## src/rtl/serial_adder_ctrl_pkg.sv

```systemverilog
// Shared definitions for the bit-serial add sequencer: the FSM state
// encodings and the default Hack datapath width.
package serial_adder_ctrl_pkg;

  localparam int HACK_WIDTH = 16;

  typedef enum logic [1:0] {
    SA_IDLE = 2'd0,
    SA_RUN  = 2'd1,
    SA_DONE = 2'd2
  } sa_state_t;

endpackage

```

## src/rtl/halfadder.sv

```systemverilog
// Half adder primitive: sum = a ^ b, carry = a & b.
module halfadder (
  input  logic a,
  input  logic b,
  output logic sum,
  output logic carry
);

  // Pure combinational half-add
  always_comb begin
    sum   = a ^ b;
    carry = a & b;
  end

endmodule

```

## src/rtl/serial_fa_cell.sv

```systemverilog
// One-bit full adder made from two halfadder instances and an OR gate.
// This is the single adder cell the serial sequencer time-multiplexes.
module serial_fa_cell (
  input  logic a,
  input  logic b,
  input  logic cin,
  output logic s,
  output logic cout
);

  logic p;
  logic g0;
  logic g1;

  // First stage: propagate (a^b) and generate (a&b)
  halfadder u_ha0 (
    .a     (a),
    .b     (b),
    .sum   (p),
    .carry (g0)
  );

  // Second stage: fold in the incoming carry
  halfadder u_ha1 (
    .a     (p),
    .b     (cin),
    .sum   (s),
    .carry (g1)
  );

  // Carry out is set by either stage generating a carry
  always_comb begin
    cout = g0 | g1;
  end

endmodule

```

## src/rtl/serial_adder_ctrl.sv

```systemverilog
// Bit-serial add sequencer. Two WIDTH-bit operands are accepted on a
// start/ready handshake and added LSB first, one bit per clock, through a
// single serial_fa_cell. The result and carry are registered on the last
// RUN edge and held until the next completion.
// Optional feature: define SERIAL_ADD_OVF_EN to add the signed overflow
// output ovf (carry into MSB xor carry out of MSB).
module serial_adder_ctrl
  import serial_adder_ctrl_pkg::*;
#(
  parameter int WIDTH = HACK_WIDTH
) (
  input  logic             clk,
  input  logic             rst,
  input  logic             start,
  input  logic [WIDTH-1:0] a,
  input  logic [WIDTH-1:0] b,
  output logic             ready,
  output logic             busy,
  output logic             done,
  output logic [WIDTH-1:0] sum,
  output logic             cout
`ifdef SERIAL_ADD_OVF_EN
  ,
  output logic             ovf
`endif
);

  localparam int CNT_W = (WIDTH > 1) ? $clog2(WIDTH) : 1;
  localparam logic [CNT_W-1:0] CNT_LAST = CNT_W'(WIDTH - 1);

  sa_state_t        state_reg, state_next;
  logic [WIDTH-1:0] op_a_reg, op_a_next;
  logic [WIDTH-1:0] op_b_reg, op_b_next;
  // Holds the WIDTH-1 bits already produced; the final bit comes straight
  // from the adder cell when sum is loaded.
  logic [WIDTH-2:0] acc_reg, acc_next;
  logic [WIDTH-2:0] acc_shift;
  logic             carry_reg, carry_next;
  logic [CNT_W-1:0] cnt_reg, cnt_next;
  logic [WIDTH-1:0] sum_reg, sum_next;
  logic             cout_reg, cout_next;
`ifdef SERIAL_ADD_OVF_EN
  logic             ovf_reg, ovf_next;
`endif

  logic fa_s;
  logic fa_c;

  // The single shared full-adder cell works on the current LSBs
  serial_fa_cell u_fa (
    .a    (op_a_reg[0]),
    .b    (op_b_reg[0]),
    .cin  (carry_reg),
    .s    (fa_s),
    .cout (fa_c)
  );

  // New bit enters the accumulator MSB; a 1-bit accumulator just reloads
  generate
    if (WIDTH == 2) begin : g_acc_one
      always_comb acc_shift = fa_s;
    end else begin : g_acc_multi
      always_comb acc_shift = {fa_s, acc_reg[WIDTH-2:1]};
    end
  endgenerate

  // Next-state and datapath update for the IDLE/RUN/DONE sequencer
  always_comb begin
    state_next = state_reg;
    op_a_next  = op_a_reg;
    op_b_next  = op_b_reg;
    acc_next   = acc_reg;
    carry_next = carry_reg;
    cnt_next   = cnt_reg;
    sum_next   = sum_reg;
    cout_next  = cout_reg;
`ifdef SERIAL_ADD_OVF_EN
    ovf_next   = ovf_reg;
`endif
    unique case (state_reg)
      SA_IDLE: begin
        if (start) begin
          state_next = SA_RUN;
          op_a_next  = a;
          op_b_next  = b;
          acc_next   = '0;
          carry_next = 1'b0;
          cnt_next   = '0;
        end
      end
      SA_RUN: begin
        op_a_next  = op_a_reg >> 1;
        op_b_next  = op_b_reg >> 1;
        acc_next   = acc_shift;
        carry_next = fa_c;
        cnt_next   = cnt_reg + CNT_W'(1);
        if (cnt_reg == CNT_LAST) begin
          sum_next   = {fa_s, acc_reg};
          cout_next  = fa_c;
`ifdef SERIAL_ADD_OVF_EN
          // carry_reg is the carry into the MSB on this final edge
          ovf_next   = carry_reg ^ fa_c;
`endif
          state_next = SA_DONE;
        end
      end
      SA_DONE: begin
        state_next = SA_IDLE;
      end
      default: begin
        state_next = SA_IDLE;
      end
    endcase
  end

  // State and datapath registers with synchronous reset
  always_ff @(posedge clk) begin
    if (rst) begin
      state_reg <= SA_IDLE;
      op_a_reg  <= '0;
      op_b_reg  <= '0;
      acc_reg   <= '0;
      carry_reg <= 1'b0;
      cnt_reg   <= '0;
      sum_reg   <= '0;
      cout_reg  <= 1'b0;
`ifdef SERIAL_ADD_OVF_EN
      ovf_reg   <= 1'b0;
`endif
    end else begin
      state_reg <= state_next;
      op_a_reg  <= op_a_next;
      op_b_reg  <= op_b_next;
      acc_reg   <= acc_next;
      carry_reg <= carry_next;
      cnt_reg   <= cnt_next;
      sum_reg   <= sum_next;
      cout_reg  <= cout_next;
`ifdef SERIAL_ADD_OVF_EN
      ovf_reg   <= ovf_next;
`endif
    end
  end

  // Handshake flags decode straight from the registered state
  always_comb begin
    ready = (state_reg == SA_IDLE);
    busy  = (state_reg == SA_RUN);
    done  = (state_reg == SA_DONE);
    sum   = sum_reg;
    cout  = cout_reg;
`ifdef SERIAL_ADD_OVF_EN
    ovf   = ovf_reg;
`endif
  end

endmodule

```

## config.mk

```make
export PLATFORM = sky130hd
export DESIGN_NAME = serial_adder_ctrl
export DESIGN_NICKNAME = d
export VERILOG_FILES = /design/src/rtl/serial_adder_ctrl_pkg.sv /design/src/rtl/halfadder.sv /design/src/rtl/serial_fa_cell.sv /design/src/rtl/serial_adder_ctrl.sv
export SDC_FILE = /design/constraint.sdc
export NUM_CORES = 1
export LEC_CHECK = 0
export BUFFER_PORTS_ARGS = -buffer_cell sky130_fd_sc_hd__buf_4
export CORE_ASPECT_RATIO = 0.6
export CORE_MARGIN = 2
export CORE_UTILIZATION = 34
export DETAILED_ROUTE_END_ITERATION = 10
export PLACE_DENSITY = 0.57
export SLEW_MARGIN = 20
export SYNTH_ARGS = -nofsm -noshare
export SYNTH_HDL_FRONTEND = slang
export SYNTH_SLANG_ARGS = --single-unit
```

## constraint.sdc

```tcl
create_clock -name clk -period 1.75 [get_ports clk]
set_input_delay 0.175 -clock clk [delete_from_list [all_inputs] [get_ports clk]]
set_output_delay 0.175 -clock clk [all_outputs]
set_load 0.01 [all_outputs]
```

==> flow_metrics.py, run 1 <==
metrics = {
    "critical_path": {
        "arrival_ns": 1.43,
        "worstPathRequired_ns": 1.57,
        "worst_setup_path_start_kind": "flop",
        "critPathMaxFanout": 22,
        "cp-end-kind": "output port",
        "crit_type": "reg2out",
    },
    "sta": {
        "setup_tns_ns": 0,
        "hold_violations": 0,
        "setup_violations": 0,
        "finClkSkew_ns": 0.00460,
        "period_needed_ns": 1.61,
        "max_freq_mhz": 622,
        "worst_pin_slew_ns": 0.501,
        "report.final.slew_viol_count": 0,
        "rsz0062_at_grt": "false",
        "fin_crit_sh_pct": 91.9,
        "hold_ws_ns": 0.0764,
        "maxSlewHeadroom_pct": 66.5,
    },
    "grt": {
        "grt_usage_pct": 14.9,
        "gr-usage-met3_pct": 5.83,
        "grt.busiest_layer": "met1",
        "met2_usage_pct": 19.2,
        "overflow": 0,
        "use_met1_pct": 22.6,
        "grt_pass1_vias": 2227,
        "grt_pass1_wl_um": 11300,
        "grt_max_degree": 37,
        "antenna_found_initial": 0,
    },
    "cells_and_area": {
        "num-fill-cells": 865,
        "seqCellArea_um2": 1420,
        "fin_nets": 411,
        "syn_to_final_growth_pct": 26.0,
        "multi_input_area_um2": 1310,
        "final_util_pct": 43.9,
        "n_antenna_cell": 0,
        "drive_above_1_share_pct": 27.4,
    },
    "clocking": {
        "clockRootBuffer": "clkbuf_16",
        "h-tree-depth": 3,
        "post-cts-setup-buffers": 0,
        "clockBufferDepth": 2,
        "cts_made_buffers": 9,
        "clk_pin_slew_worst_paths_ns": 0.05,
        "cts_resized": 0,
        "cts.sinks": 71,
        "hold_buffers": 0,
        "cts_tree": "yes",
        "worstSkewPairLatency_ns": 0.33,
    },
    "logic_synthesis": {
        "muxShareOfSynthArea_pct": 0,
        "yosys_warnings": 0,
        "synth_top_cell_area_share_pct": 48.1,
        "postSynthAreaPerCell_um2": 9.13,
        "synthesis.instances": 324,
        "synth_top_family_by_area": "compound AO/OA/AOI/OAI gates",
        "synth-edff-count": 0,
        "ys_ff_latch": 71,
        "synthesis.area_um2": 2960,
        "yosys.area_share.adder_pct": 1.10,
        "synth-simple-area-share_pct": 13.5,
        "ys_seq_area_share_pct": 48.1,
        "yosysTopAreaCell": "dfxtp_1",
        "ys_types": 31,
        "syn_nets": 361,
        "synth-xor-area-share_pct": 0,
        "yosysMostFrequentCell": "dfxtp_1",
        "synth_ff_type": "dfxtp_1",
        "synthTopCellsByCount": "71 x dfxtp_1, 37 x a21oi_1, 37 x nor2_1",
        "synth.area.top_cells": "dfxtp_1 48%, a211oi_2 8.0%, a21oi_1 6.3%, a22o_1 5.6%, nor2_1 4.7%",
        "synthArstFlopShare_pct": 0,
        "synth_compound_area_share_pct": 29.6,
    },
    "drt": {
        "antenna_left": 0,
        "totalWireLength_um": 6810,
        "wl_per_cell_um": 13.9,
        "drt_iter0_markers": 110,
        "via_per_inst": 4.97,
        "vias": 2438,
        "drc": 0,
        "drtPass1Iterations": 4,
    },
    "power": {
        "worst_ir_drop_vdd_mv": 0.486,
        "p_per_area_nw_per_um2": 1050,
        "finalPower_uw": 3910,
        "leakage_uw": 0.00148,
    },
    "placed_design": {
        "gp_congestion": 0.747,
        "io_buffers": 54,
        "dp_hpwl_um": 4720,
    },
    "floorplanning": {
        "dieArea_um2": 9480,
        "initial_core_util_pct": 34.8,
        "rows": 26,
        "core_um2": 8490,
        "pin_count": 55,
        "die_x_um": 124,
        "die-height_um": 76.2,
    },
    "run": {
        "drv_cap": 0,
    },
    "min_path": {
        "hp-class": "in2reg",
    },
    "outcome": {
        "outcome": "finished clean",
    },
}
metrics by stage:
step                area (µm²)  setup WS, ns  cells
floorplan                 2960         0.343    324
global placement          3450         0.298    475
detailed placement        3450         0.237    475
CTS                       3730         0.128    491
global route              3730        0.0709    491
finish                    3730         0.142    491
cells by family after synthesis:
| logic type | after synthesis |
|---|---|
| flops | 71 |
| simple gates | 86 |
| compound gates | 117 |
| fa+ha+maj | 2 |
| buf+inv | 48 |
worst max-delay path: stages, from the launching register on:
cell and delay, ns:
dfxtp_1 0.36, nand2b_2 0.24, inv_2 0.31, buf_4 0.19
area by class of cell:
| cell class | instances | area share (%) |
|---|---|---|
| clock buffer | 13 | 6.98 |
| clock inverter | 3 | 0.470 |
| inverter | 20 | 2.01 |
| multi-input combinational | 205 | 35.1 |
| sequential | 71 | 38.1 |
| tap | 112 | 3.76 |
| timing repair buffer | 67 | 13.5 |
path summary, 6_finish.rpt:
kind | end | slack [ns] | start | cells after the start
max | busy | 0.14 | state_reg[1]$_SDFFE_PP0P_ | 3
min | op_a_reg[15]$_SDFFE_PP0P_ | 0.08 | a[15] | 2
max reg2reg | op_a_reg[11]$_SDFFE_PP0P_ | 0.23 | state_reg[0]$_SDFFE_PP0P_ | 5
min reg2reg | sum[3]$_SDFFE_PP0P_ | 0.47 | sum[3]$_SDFFE_PP0P_ | 2
cell usage in the layout (no fill, tap or decap), types with 2 or more instances in the layout:
cell type	Yosys	final
clkbuf_8	0	2
a21oi_1	37	37
clkbuf_1	12	2
clkinv_2	0	2
nor2_1	37	37
and2_1	3	3
nand3_1	3	3
a211oi_2	19	19
a211oi_1	9	9
nor3_1	2	2
clkbuf_16	0	9
a221o_1	3	3
o21ai_0	17	17
a22o_1	19	19
dfxtp_1	71	71
nand2_1	20	20
o2bb2ai_1	5	5
buf_4	4	67
or3_1	18	18
o22ai_1	3	3
inv_1	18	18
layer usage:
layer | part of all wire (%) | routed length [µm] | vias up
met3 | 5.5 | 372 | 8
li1 | - | - | 1243
met1 | 54 | 3700 | 1133
met2 | 39 | 2650 | 54
met5 | 0 | 0 | -
met4 | 1.2 | 85 | 0
where the power goes:
group | leakage [µW] | switching (µW) | internal [µW] | total (µW)
clock network | 0.000136 | 630 | 1030 | 1660
registers | 0.000580 | 52.9 | 1710 | 1760
logic | 0.000762 | 280 | 207 | 488
(Power assumes the default switching activity.)
==> inputs of run 2 (changes only) <==
--- a/config.mk
+++ b/config.mk
@@ -5,6 +5,7 @@
 export SDC_FILE = /design/constraint.sdc
 export NUM_CORES = 1
 export LEC_CHECK = 0
+export ABC_AREA = 1
 export BUFFER_PORTS_ARGS = -buffer_cell sky130_fd_sc_hd__buf_4
 export CORE_ASPECT_RATIO = 0.6
 export CORE_MARGIN = 2
==> run 2 against run 1 <==
Compared with the run above: setup slack worse by 0.016 ns; first-iteration DRC count is 10% higher; clock skew grew 0.0013 ns; non-clock buffer count is 4 lower; sequential cell count is the same; cell count rose by 24%; largest power group unchanged.
==> flow_metrics.py, run 2 <==
metrics = {
    "logic_synthesis": {
        "synthArstFlopShare_pct": 0,
        "synth.area.top_cells": "dfxtp_1 47%, nand2_1 15%, nand3_1 9.0%, nor2_1 6.8%, a21oi_1 6.2%",
        "ys_types": 18,
        "ys_ff_latch": 71,
        "synth_ff_type": "dfxtp_1",
        "synthTopCellsByCount": "121 x nand2_1, 71 x dfxtp_1, 55 x nand3_1, 55 x nor2_1, 49 x inv_1",
        "yosysTopAreaCell": "dfxtp_1",
        "postSynthAreaPerCell_um2": 6.83,
        "synthesis.area_um2": 3050,
        "synthesis.instances": 446,
        "yosys_warnings": 0,
        "synth_top_cell_area_share_pct": 46.6,
        "ys_seq_area_share_pct": 46.6,
        "syn_nets": 483,
        "yosysMostFrequentCell": "nand2_1",
        "synth-edff-count": 0,
    },
    "sta": {
        "rsz0062_at_grt": "false",
        "period_needed_ns": 1.62,
        "fin_crit_sh_pct": 92.8,
        "worst_pin_slew_ns": 0.827,
        "report.final.slew_viol_count": 0,
        "setup_violations": 0,
        "setup_tns_ns": 0,
        "max_freq_mhz": 616,
        "hold_violations": 0,
        "maxSlewHeadroom_pct": 44.8,
        "finClkSkew_ns": 0.00590,
    },
    "critical_path": {
        "critPathMaxFanout": 19,
        "worstPathRequired_ns": 1.57,
        "arrival_ns": 1.45,
        "crit_type": "reg2out",
        "worst_setup_path_start_kind": "flop",
        "cp-end-kind": "output port",
    },
    "clocking": {
        "cts_made_buffers": 9,
        "h-tree-depth": 3,
        "cts_tree": "yes",
        "clk_pin_slew_worst_paths_ns": 0.06,
        "clockRootBuffer": "clkbuf_16",
        "clockBufferDepth": 2,
        "worstSkewPairLatency_ns": 0.33,
        "cts.sinks": 71,
        "hold_buffers": 0,
    },
    "drt": {
        "drc": 0,
        "vias": 2761,
        "via_per_inst": 4.53,
        "totalWireLength_um": 7080,
        "antenna_left": 0,
        "drtPass1Iterations": 4,
        "wl_per_cell_um": 11.6,
        "drt_iter0_markers": 121,
    },
    "min_path": {
        "hp-class": "in2reg",
    },
    "floorplanning": {
        "initial_core_util_pct": 35.4,
        "core_um2": 8620,
        "pin_count": 55,
        "die-height_um": 77.3,
        "die_x_um": 126,
        "dieArea_um2": 9760,
        "rows": 26,
    },
    "cells_and_area": {
        "multi_input_area_um2": 1310,
        "n_antenna_cell": 0,
        "fin_nets": 530,
        "seqCellArea_um2": 1420,
        "postLayoutCellArea_um2": 3830,
        "drive_above_1_share_pct": 17.3,
        "layout_common_cells": "121 x nand2_1, 71 x dfxtp_1, 62 x buf_4",
        "final_common_cell": "nand2_1",
        "num-fill-cells": 882,
        "syn_to_final_growth_pct": 25.7,
    },
    "grt": {
        "antenna_found_initial": 0,
        "grt_max_degree": 43,
        "grt_usage_pct": 14.9,
        "grt_pass1_wl_um": 11400,
        "grt_pass1_vias": 2418,
        "overflow": 0,
    },
    "power": {
        "worst_ir_drop_vdd_mv": 0.493,
        "p_per_area_nw_per_um2": 1020,
        "leakage_uw": 0.00183,
    },
    "placed_design": {
        "io_buffers": 54,
        "dp_hpwl_um": 4750,
        "dpl-instance-area_um2": 3550,
        "gp_congestion": 0.795,
    },
    "outcome": {
        "outcome": "finished clean",
    },
    "run": {
        "drv_cap": 0,
    },
}
-- run 2: cell types whose count changed in the layout (fill, tap and decap cells not counted), moves of 5 or more --
| cell | previous run | this run |
|---|---|---|
| nand3_1 | 3 | 55 |
| or3_1 | 18 | 0 |
| inv_1 | 18 | 49 |
| a22o_1 | 19 | 0 |
| buf_4 | 67 | 62 |
| nor2_1 | 37 | 55 |
| a211oi_1 | 9 | 0 |
| a211oi_2 | 19 | 0 |
| o2bb2ai_1 | 5 | 0 |
| nand2_1 | 20 | 121 |
-- run 2: critical path, stage by stage, from the launching register on --
cell and delay (ns):
dfxtp_1 0.35, inv_4 0.15, nand2_4 0.12, inv_4 0.18, buf_4 0.18, buf_4 0.12
-- run 2: timing repair --
action,4_1_cts,5_1_grt
setup endpoints to repair,1,1
setup buffers,0,0
hold endpoints to repair,0,0
resized for setup,1,1
-- run 2: final cells by class --
cell class	count	share of cell area, %
Multi-Input combinational cell	296	34.1
Tap cell	112	3.66
Clock inverter	4	0.522
Inverter	52	5.22
Sequential cell	71	37.1
Clock buffer	12	6.69
Timing Repair Buffer	63	12.7
-- run 2: cells by family (layout without fill, tap and decap cells) --
| kind of cell | after synthesis | after routing | share of synthesized area, % |
|---|---|---|---|
| flops | 71 | 71 | 46.6 |
| compound gates | 59 | 59 | 9.85 |
| simple gates | 235 | 235 | 32.0 |
| fa+ha+maj | 2 | 2 | 1.07 |
| buf+inv | 79 | 131 | 10.4 |
-- run 2: final timing paths --
kind	from	end	depth (start not counted)	slack (ns)
worst max register to register	cnt_reg[0]$_SDFFE_PP0P_	sum[14]$_SDFFE_PP0P_	6	0.20
worst max-delay path	state_reg[1]$_SDFFE_PP0P_	busy	5	0.13
worst min register to register	op_b_reg[5]$_SDFFE_PP0P_	op_b_reg[5]$_SDFFE_PP0P_	2	0.46
worst min-delay path	a[11]	op_a_reg[11]$_SDFFE_PP0P_	3	0.04
-- run 2: power breakdown --
| part | internal [µW] | total, µW | switching, µW | leakage (µW) |
|---|---|---|---|---|
| sequential | 1700 | 1740 | 42.5 | 0.000579 |
| clock | 1030 | 1680 | 658 | 0.000142 |
| combinational | 195 | 474 | 279 | 0.00111 |
-- run 2: layer usage --
layer,routed length [µm],vias to the layer above,track usage (%)
met1,3850,1214,21.2
li1,-,1482,-
met5,0,-,0
met3,346,9,5.66
met4,108,0,5.93
met2,2770,56,20.1
-- run 2: metrics by stage --
step                      util [%]  setup WS (ns)  std cells  total power (µW)  hold slack (ns)
after floorplan                  -          0.448        446              2080            0.278
after global routing          44.5         0.0474        610              4080           0.0293
after CTS                     44.4         0.0469        610              3940           0.0250
after detailed placement      41.2          0.218        594              2250            0.373
final                         44.5          0.126        610              3890           0.0355
after global placement        41.2          0.204        594              2240            0.371
